<file path="src/rtl/clk_div_pkg.sv">
// -----------------------------------------------------------------------------
// clk_div_pkg
// Shared constants and types for the programmable clock divider.
//   DIV_W_DEF        default width of half-period divisors and channel counters
//   DIV_100_TO_25    half-period that turns the 100 MHz board clock into 25 MHz
//   DEFAULT_HALF_DEF divisor every channel starts with after reset
//   div_t            divisor/counter type at the default width
// -----------------------------------------------------------------------------
package clk_div_pkg;

  localparam int DIV_W_DEF        = 16;
  localparam int DIV_100_TO_25    = 2;
  localparam int DEFAULT_HALF_DEF = DIV_100_TO_25;

  typedef logic [DIV_W_DEF-1:0] div_t;

endpackage : clk_div_pkg

</file>
<file path="src/rtl/clk_div_prog_if.sv">
// -----------------------------------------------------------------------------
// clk_div_prog_if
// Control/status bundle of the divider block.
//   en        global run enable (low freezes every channel's counter)
//   load      one-cycle strobe writing div_value into ch_sel's pending divisor
//   ch_sel    target channel of load (values >= NUM_CH are ignored)
//   div_value new half-period in clock cycles, 0 disables the channel
//   clk_out   divided clocks, one bit per channel
//   tick      one-cycle strobe when the matching clk_out toggles
//   busy      a channel holds a pending divisor not yet applied
// master drives control and reads status; slave is the divider itself.
// -----------------------------------------------------------------------------
interface clk_div_prog_if
  import clk_div_pkg::*;
#(
  parameter int NUM_CH = 2,
  parameter int DIV_W  = DIV_W_DEF
);

  logic              en;
  logic              load;
  logic [2:0]        ch_sel;
  logic [DIV_W-1:0]  div_value;
  logic [NUM_CH-1:0] clk_out;
  logic [NUM_CH-1:0] tick;
  logic [NUM_CH-1:0] busy;

  modport master (
    output en, load, ch_sel, div_value,
    input  clk_out, tick, busy
  );

  modport slave (
    input  en, load, ch_sel, div_value,
    output clk_out, tick, busy
  );

endinterface : clk_div_prog_if

</file>
<file path="src/rtl/clk_div_chan.sv">
// -----------------------------------------------------------------------------
// clk_div_chan
// One divider channel: counter, active and pending divisors, output toggle,
// tick strobe and busy flag.
//   clk_i        system clock
//   rst_i        synchronous active-high reset
//   en_i         run enable; low holds counter and clk_out, suppresses tick
//   load_i       capture div_value_i as the pending divisor
//   div_value_i  half-period to capture
//   clk_out_o    divided clock, 50% duty, period 2*D
//   tick_o       high in the cycle a new clk_out value is visible
//   busy_o       pending divisor waiting for the next wrap
// A pending divisor only takes effect on a wrap edge so the output never
// produces a runt phase; a disabled channel (D = 0) applies it immediately.
// -----------------------------------------------------------------------------
module clk_div_chan
  import clk_div_pkg::*;
#(
  parameter int DIV_W        = DIV_W_DEF,
  parameter int DEFAULT_HALF = DEFAULT_HALF_DEF
) (
  input  logic             clk_i,
  input  logic             rst_i,
  input  logic             en_i,
  input  logic             load_i,
  input  logic [DIV_W-1:0] div_value_i,
  output logic             clk_out_o,
  output logic             tick_o,
  output logic             busy_o
);

  logic [DIV_W-1:0] cnt_q,  cnt_d;
  logic [DIV_W-1:0] act_q,  act_d;
  logic [DIV_W-1:0] pend_q, pend_d;
  logic             busy_q, busy_d;
  logic             clk_q,  clk_d;
  logic             tick_q, tick_d;

  always_comb begin
    // NOTE: every next-state signal gets a default first, so no path through
    // the branches below can leave one unassigned and infer a latch.
    cnt_d  = cnt_q;
    act_d  = act_q;
    pend_d = pend_q;
    busy_d = busy_q;
    clk_d  = clk_q;
    tick_d = 1'b0;

    if (en_i) begin
      if (act_q == '0) begin
        // Disabled: adopt any pending value right away, restart the count.
        if (busy_q) begin
          act_d  = pend_q;
          busy_d = 1'b0;
          cnt_d  = '0;
        end
      end else if (cnt_q == act_q - DIV_W'(1)) begin
        cnt_d = '0;
        if (busy_q) begin
          act_d  = pend_q;
          busy_d = 1'b0;
        end
        if (busy_q && pend_q == '0) begin
          clk_d = 1'b0;
        end else begin
          clk_d  = ~clk_q;
          tick_d = 1'b1;
        end
      end else begin
        cnt_d = cnt_q + DIV_W'(1);
      end
    end

    // A load on the apply edge lands after the apply: the old pending value
    // is consumed and the new one waits for the following wrap.
    if (load_i) begin
      pend_d = div_value_i;
      busy_d = 1'b1;
    end
  end

  // NOTE: sequential state uses non-blocking assignments so every register
  // samples the pre-edge values, independent of statement order.
  always_ff @(posedge clk_i) begin
    if (rst_i) begin
      cnt_q  <= '0;
      act_q  <= DIV_W'(DEFAULT_HALF);
      pend_q <= DIV_W'(DEFAULT_HALF);
      busy_q <= 1'b0;
      clk_q  <= 1'b0;
      tick_q <= 1'b0;
    end else begin
      cnt_q  <= cnt_d;
      act_q  <= act_d;
      pend_q <= pend_d;
      busy_q <= busy_d;
      clk_q  <= clk_d;
      tick_q <= tick_d;
    end
  end

  assign clk_out_o = clk_q;
  assign tick_o    = tick_q;
  assign busy_o    = busy_q;

endmodule : clk_div_chan

</file>
<file path="src/rtl/clk_div_prog.sv">
// -----------------------------------------------------------------------------
// clk_div_prog
// Multi-channel programmable clock divider / enable generator.
//   clk100_mhz  100 MHz system clock
//   reset       synchronous active-high reset
//   bus         clk_div_prog_if slave: en, load, ch_sel, div_value in;
//               clk_out, tick, busy out (one bit per channel)
// The top only decodes the shared load port into per-channel strobes.
// -----------------------------------------------------------------------------
module clk_div_prog
  import clk_div_pkg::*;
#(
  parameter int NUM_CH       = 2,
  parameter int DIV_W        = DIV_W_DEF,
  parameter int DEFAULT_HALF = DEFAULT_HALF_DEF
) (
  input  logic           clk100_mhz,
  input  logic           reset,
  clk_div_prog_if.slave  bus
);

  logic [NUM_CH-1:0] clk_out_w;
  logic [NUM_CH-1:0] tick_w;
  logic [NUM_CH-1:0] busy_w;

  for (genvar i = 0; i < NUM_CH; i++) begin : g_chan
    // ch_sel values with no matching channel simply hit no strobe.
    logic load_w;
    assign load_w = bus.load && (bus.ch_sel == 3'(i));

    clk_div_chan #(
      .DIV_W        (DIV_W),
      .DEFAULT_HALF (DEFAULT_HALF)
    ) u_chan (
      .clk_i        (clk100_mhz),
      .rst_i        (reset),
      .en_i         (bus.en),
      .load_i       (load_w),
      .div_value_i  (bus.div_value),
      .clk_out_o    (clk_out_w[i]),
      .tick_o       (tick_w[i]),
      .busy_o       (busy_w[i])
    );
  end

  assign bus.clk_out = clk_out_w;
  assign bus.tick    = tick_w;
  assign bus.busy    = busy_w;

endmodule : clk_div_prog

</file>
<file path="src/flat_wrapper.sv">
// flat-port wrapper written by rule: the top's interface ports become plain ports
module clk_div_prog_flat import clk_div_pkg::*;
#(
  parameter int NUM_CH       = 2,
  parameter int DIV_W        = DIV_W_DEF,
  parameter int DEFAULT_HALF = DEFAULT_HALF_DEF
)
  (clk100_mhz, reset, bus_en, bus_load, bus_ch_sel, bus_div_value, bus_clk_out, bus_tick, bus_busy);
  clk_div_prog_if #(.NUM_CH(NUM_CH), .DIV_W(DIV_W)) bus_i ();
  input  logic clk100_mhz;
  input  logic reset;
  input wire logic [$bits(bus_i.en)-1:0] bus_en;
  input wire logic [$bits(bus_i.load)-1:0] bus_load;
  input wire logic [$bits(bus_i.ch_sel)-1:0] bus_ch_sel;
  input wire logic [$bits(bus_i.div_value)-1:0] bus_div_value;
  output wire logic [$bits(bus_i.clk_out)-1:0] bus_clk_out;
  output wire logic [$bits(bus_i.tick)-1:0] bus_tick;
  output wire logic [$bits(bus_i.busy)-1:0] bus_busy;
  assign bus_i.en = bus_en;
  assign bus_i.load = bus_load;
  assign bus_i.ch_sel = bus_ch_sel;
  assign bus_i.div_value = bus_div_value;
  assign bus_clk_out = bus_i.clk_out;
  assign bus_tick = bus_i.tick;
  assign bus_busy = bus_i.busy;
  clk_div_prog #(.NUM_CH(NUM_CH), .DIV_W(DIV_W), .DEFAULT_HALF(DEFAULT_HALF)) u_core (.clk100_mhz(clk100_mhz), .reset(reset), .bus(bus_i));
endmodule
</file>
<file path="config.mk">
export PLATFORM = sky130hd
export DESIGN_NAME = clk_div_prog_flat
export DESIGN_NICKNAME = d
export VERILOG_FILES = /design/src/rtl/clk_div_pkg.sv /design/src/rtl/clk_div_prog_if.sv /design/src/rtl/clk_div_chan.sv /design/src/rtl/clk_div_prog.sv /design/src/flat_wrapper.sv
export SDC_FILE = /design/constraint.sdc
export NUM_CORES = 1
export LEC_CHECK = 0
export CORE_MARGIN = 3
export CORE_UTILIZATION = 55
export CTS_BUF_LIST = sky130_fd_sc_hd__clkbuf_2 sky130_fd_sc_hd__clkbuf_4 sky130_fd_sc_hd__clkbuf_8
export DETAILED_ROUTE_END_ITERATION = 6
export PLACE_DENSITY = 0.74
export SKIP_LAST_GASP = 1
export SLEW_MARGIN = 25
export SYNTH_ARGS = -nofsm -noshare
export SYNTH_HDL_FRONTEND = slang
export SYNTH_SLANG_ARGS = --single-unit
</file>
<file path="constraint.sdc">
create_clock -name clk100_mhz -period 3.6 [get_ports clk100_mhz]
set_clock_uncertainty 0.1 [all_clocks]
set_input_delay 0.36 -clock clk100_mhz [delete_from_list [all_inputs] [get_ports clk100_mhz]]
set_output_delay 0.36 -clock clk100_mhz [all_outputs]
set_load 0.03 [all_outputs]
</file>
==> Word-level counts from Yosys, hierarchy flattened <==
Cells that the tools add are included.
{ "op_classes": {"bitwise": 7, "mul": 0, "magnitude_cmp": 0, "shifts": 0, "n_addsub": 4, "n_mux": 24, "n_reduce_logical": 25, "n_eq_ne": 5, "div_mod_pow": 0} }
{ "op_table": {"columns": ["operator", "count"], "rows": [
  ["2-to-1 mux 16 bit", 12],
  ["logical NOT 16 bit", 4],
  ["adder 16 x 1 -> 16 bit (second input constant)", 2],
  ["== test 16 bit", 2],
  ["subtractor 16 x 1 -> 16 bit (second input constant)", 2],
  ["2-to-1 mux 1 bit", 12],
  ["AND reduction 2 bit", 6],
  ["nonzero test 2 bit", 4],
  ["OR reduction 4 bit", 2],
  ["NOT 1 bit", 7],
  ["AND reduction 3 bit", 2],
  ["nonzero test 3 bit", 2],
  ["logical AND 1 bit", 4],
  ["inequality test 2 bit (second input constant)", 2],
  ["== test 3 x 1 -> 1 bit (second input constant)", 1],
  ["logical NOT 3 bit", 1]
]} }
{ "totals": {"inputBits": 23, "ramBits": 0, "rom_bits": 0, "reg_bits": 102, "latchBits": 0, "memories": 0} }

==> Logic depth before layout (Yosys ltp) <==
{ "logic_depth": {"word_depth": 6, "depth_mapped": 12, "depth_no_buf": 9} }

==> Modules after synthesis <==
Synthesis repeated with hierarchy kept, for this count alone.
{ "hier_totals": {"cells_unflattened": 639, "area_unflattened_um2": 5731.7} }
{ "modules_own_cells": {"columns": ["module", "cells_per_inst", "area_per_inst_um2", "n_inst"], "rows": [
  ["clk_div_chan (u_core.g_chan[1].u_chan)", 319, 2854.0, 1],
  ["clk_div_chan (u_core.g_chan[0].u_chan)", 318, 2850.2, 1],
  ["clk_div_prog", 2, 27.5, 1]
]} }

==> Worst setup path after synthesis <==
OpenSTA, ideal clock, no wires.
{ "synth_path": {"path_type": "reg-to-reg", "startpoint": "register u_core.g_chan[1].u_chan.act_q[9]", "endpoint": "register u_core.g_chan[1].u_chan.act_q[10]", "synth_period_minus_slack_ns": 3.272, "t_required_ns": 3.380, "path_buffers": 4, "setup_slack_ns": 0.328, "t_arrival_ns": 3.053, "setup_ns": 0.120, "stages_incl_launch_ff": 12, "cell_sequence": "dfxtp_1 -> buf_6 -> or4_4 -> or4_4 -> a211oi_2 -> o221ai_1 -> or4_1 -> buf_2 -> a211o_1 -> buf_6 -> buf_6 -> mux2i_1"} }
{ "synth_between": {"elab_chain_cells": 4} }
{ "synth_rtl": {"columns": ["element", "line_no", "source"], "rows": [
  ["start: declaration", "clk_div_chan.sv:33", "logic [DIV_W-1:0] act_q, act_d;"],
  ["start signal: assignment", "clk_div_chan.sv:87", "act_q <= DIV_W'(DEFAULT_HALF);"],
  ["start signal: assignment", "clk_div_chan.sv:94", "act_q <= act_d;"],
  ["subtractor 16 x 1 -> 16 bit", "clk_div_chan.sv:57", "end else if (cnt_q == act_q - DIV_W'(1)) begin"],
  ["== test 16 bit", "clk_div_chan.sv:57", null],
  ["nonzero test 2 bit (no line)", null, null],
  ["AND reduction 2 bit (no line)", null, null]
]} }
Parallel ways exist; a longest one is shown, timed or not.
A chain may end at the register's enable or synchronous reset.

==> Worst setup path in the final report <==
{ "layout_path": {"startpoint": "register u_core.g_chan[1].u_chan.act_q[7]", "endpoint": "register u_core.g_chan[1].u_chan.act_q[0]"} }
The elaborated chain is that of the path after synthesis.

==> impl_metrics.env <==
export IMPL_insertion_delay_ns=0.38
export IMPL_ir_worst_vdd_mv=0.253
export IMPL_antenna_left=0
export IMPL_setup_violations=0
export IMPL_p_leak_nw=2.23
export IMPL_cts_made_buffers=9
export IMPL_power_density_nw_per_um2=341
export IMPL_netlist_area_um2=5600
export IMPL_r2r_end="u_core.g_chan[1].u_chan.act_q[0]"
export IMPL_multi_input_area_um2=3290
export IMPL_grt_max_degree=114
export IMPL_synth_flop_cell="dfxtp_1"
export IMPL_drt_initial_drc_count=335
export IMPL_cts_root_buf="clkbuf_8"
export IMPL_synth_edf_count=0
export IMPL_num_rows=36
export IMPL_final_layout_size_suffix_gt1_share_pct=5.77
export IMPL_rr_startpoint="u_core.g_chan[1].u_chan.act_q[7]"
export IMPL_synth_area_leader_cell="dfxtp_1"
export IMPL_reg2regPathDepth=8
export IMPL_io_buffers=28
export IMPL_synthTopCellsByArea="dfxtp_1 36%, nand2b_1 7.4%, mux2i_1 5.9%, nand2_1 5.8%, xnor2_1 5.6%"
export IMPL_antennaDiodeCount=0
export IMPL_dpl_hpwl_um=8910
export IMPL_setup_tns_final_ns=0
export IMPL_final_core_util_pct=62.1
export IMPL_yosys_warnings=0
export IMPL_status="finished clean"
export IMPL_syn_inst=675
export IMPL_synth_top_area_share_pct=36.4
export IMPL_cts_sinks=102
export IMPL_area_growth_pct=8.87
export IMPL_cts_tree="done"
export IMPL_drc=0
export IMPL_io_pins=29
export IMPL_core_area_um2=9820
export IMPL_grt_pass1_wl_um=20400
export IMPL_die_area_um2=11400
export IMPL_post_cts_buffers=0
export IMPL_async_flop_share_pct=0
export IMPL_path_max_fanout=16
export IMPL_grt_pass1_vias=4369
export IMPL_synth_cell_type_count=61
export IMPL_hold_path_class="flip-flop to flip-flop"
export IMPL_synth_seq_cells=102
export IMPL_seqCellArea_um2=2040
export IMPL_syn_area_per_cell_um2=8.30
export IMPL_end_kind="flip-flop"
export IMPL_wl_um=12100
export IMPL_die_y_um=107
export IMPL_cp_required_ns=3.76
export IMPL_post_cts_resized=0
export IMPL_clk_path_buf_depth=2
export IMPL_htreeDepth=3
export IMPL_stdcell_area_um2=6100
export IMPL_slew_headroom_pct=36.6
export IMPL_via_count=4598
export IMPL_ctsHoldBuffers=0
export IMPL_rrSetupSlack_ns=0.17
export IMPL_tightestPinTransition_ns=0.952
export IMPL_startpoint="u_core.g_chan[1].u_chan.act_q[7]"
export IMPL_fin_nets=698
export IMPL_final_max_slew_viol_count=0
export IMPL_mostFrequentLayoutCells="102 x dfxtp_1, 86 x nand2_1, 66 x nand2b_1"
export IMPL_viasPerCell=5.68
export IMPL_antenna_found_initial=0
export IMPL_placed_area_um2=5870
export IMPL_start_util_pct=57.1
export IMPL_grt_usage_pct=21.9
export IMPL_grt_overflow=0
export IMPL_fmax_mhz=292
export IMPL_ys_seq_area_share_pct=36.4
export IMPL_drt_pass1_iter_count=5
export IMPL_finalCritPeriodShare_pct=95.2
export IMPL_clkTransAtPathRegs_ns=0.11
export IMPL_finalHoldViolations=0
export IMPL_rsz0062_at_grt="no"
export IMPL_critPathArrivalTime_ns=3.59
export IMPL_wl_per_cell_um=15.0
export IMPL_startpoint_type="flip-flop"
export IMPL_endpoint="u_core.g_chan[1].u_chan.act_q[0]"
export IMPL_fillers=885
export IMPL_maxCapViolCount=0
export IMPL_synth_nets=702
export IMPL_min_period_ns=3.43
export IMPL_final_common_cell="dfxtp_1"
export IMPL_die_x_um=107
export IMPL_routabilityCongestion=0.863
export IMPL_critPathKind="flip-flop to flip-flop"
-- cells in the mapped netlist, types with 3 or more instances --
| cell type | number |
|---|---|
| and3_1 | 6 |
| clkbuf_1 | 38 |
| xor2_1 | 25 |
| nor4_1 | 19 |
| a21oi_1 | 37 |
| buf_6 | 3 |
| a31oi_1 | 8 |
| buf_4 | 6 |
| o41ai_1 | 4 |
| mux2i_1 | 33 |
| inv_1 | 12 |
| or4_1 | 6 |
| or3_1 | 13 |
| o21ai_0 | 6 |
| nor2_1 | 26 |
| buf_2 | 3 |
| nor2b_1 | 6 |
| a211oi_1 | 13 |
| nand2b_1 | 66 |
| nor3b_1 | 5 |
| ha_1 | 4 |
| and3b_1 | 3 |
| nor4b_1 | 3 |
| dfxtp_1 | 102 |
| nor3_1 | 28 |
| nand4_1 | 14 |
| nand3_1 | 17 |
| nand3b_1 | 6 |
| nand2_1 | 86 |
| xnor2_1 | 36 |
-- cells by family (layout without fill, tap and decap cells) --
| kind of cell | after synthesis | in the layout | share of synthesized area, % |
|---|---|---|---|
| multiplexers | 34 | 34 | 6.10 |
| XOR/XNOR | 62 | 62 | 9.94 |
| flip-flops | 102 | 102 | 36.4 |
| adder cells (fa/ha/maj) | 4 | 4 | 0.893 |
| AND/OR/NAND/NOR | 314 | 314 | 30.1 |
| buffers and inverters | 64 | 65 | 5.16 |
| AO/OA/AOI/OAI | 95 | 95 | 11.4 |
-- metrics by stage --
stage | power [mW] | cells | hold WS, ns | setup WS [ns]
5_1_grt | 2.16 | 809 | 0.406 | 0.0489
2_1_floorplan | 1.28 | 675 | 0.349 | 0.328
4_1_cts | 2.09 | 809 | 0.382 | 0.0849
3_3_place_gp | 1.33 | 793 | 0.364 | 0.258
6_report | 2.08 | 809 | 0.381 | 0.175
3_5_place_dp | 1.34 | 793 | 0.368 | 0.105
-- worst min-delay path by stage --
stage	slack, ns	startpoint	cells after the start	endpoint
global placement	0.36	u_core.g_chan[1].u_chan.pend_q[15]	2	u_core.g_chan[1].u_chan.pend_q[15]
finish	0.38	u_core.g_chan[0].u_chan.pend_q[11]	2	u_core.g_chan[0].u_chan.pend_q[11]
detailed placement	0.37	u_core.g_chan[0].u_chan.pend_q[3]	2	u_core.g_chan[0].u_chan.pend_q[3]
global route	0.41	u_core.g_chan[1].u_chan.pend_q[15]	2	u_core.g_chan[1].u_chan.pend_q[15]
CTS	0.38	u_core.g_chan[0].u_chan.pend_q[3]	2	u_core.g_chan[0].u_chan.pend_q[3]
floorplan	0.35	u_core.g_chan[0].u_chan.pend_q[11]	2	u_core.g_chan[0].u_chan.pend_q[11]
-- layout make-up --
| cell class | instances | share of cell area, % |
|---|---|---|
| Clock buffer | 9 | 2.03 |
| Clock inverter | 7 | 1.44 |
| Inverter | 12 | 0.738 |
| Multi-Input combinational cell | 509 | 53.9 |
| Sequential cell | 102 | 33.5 |
| Tap cell | 133 | 2.73 |
| Timing Repair Buffer | 37 | 5.66 |
-- worst max-delay path, stage by stage (launching register included) --
cell	delay [ns]
dfxtp_1	0.38
or4_4	0.56
or4_4	0.53
a211oi_2	0.22
o221ai_1	0.15
or4_1	0.65
a211o_1	0.35
buf_4	0.22
mux2i_1	0.14
-- registers in the layout, indices dropped and copies added, names as in the netlist --
signal / count
u_core.g_chan.u_chan.busy_o: 2
u_core.g_chan.u_chan.cnt_q: 32
u_core.g_chan.u_chan.clk_out_o: 2
u_core.g_chan.u_chan.tick_o: 2
u_core.g_chan.u_chan.pend_q: 32
u_core.g_chan.u_chan.act_q: 32
-- power by group --
group | internal [mW] | leakage, nW | switching, mW
Sequential | 1.14 | 0.824 | 0.0156
Clock | 0.338 | 0.102 | 0.431
Combinational | 0.0703 | 1.31 | 0.0827
Total | 1.55 | 2.23 | 0.529
-- per-layer routing --
layer	wire, um	part of all wire (%)	track usage (%)
met2	5440	45	35.1
met4	214	1.8	8.22
met3	522	4.3	3.01
met1	5920	49	30.0
met5	0	0	0
Note: power is estimated with default switching activity, not from simulation.
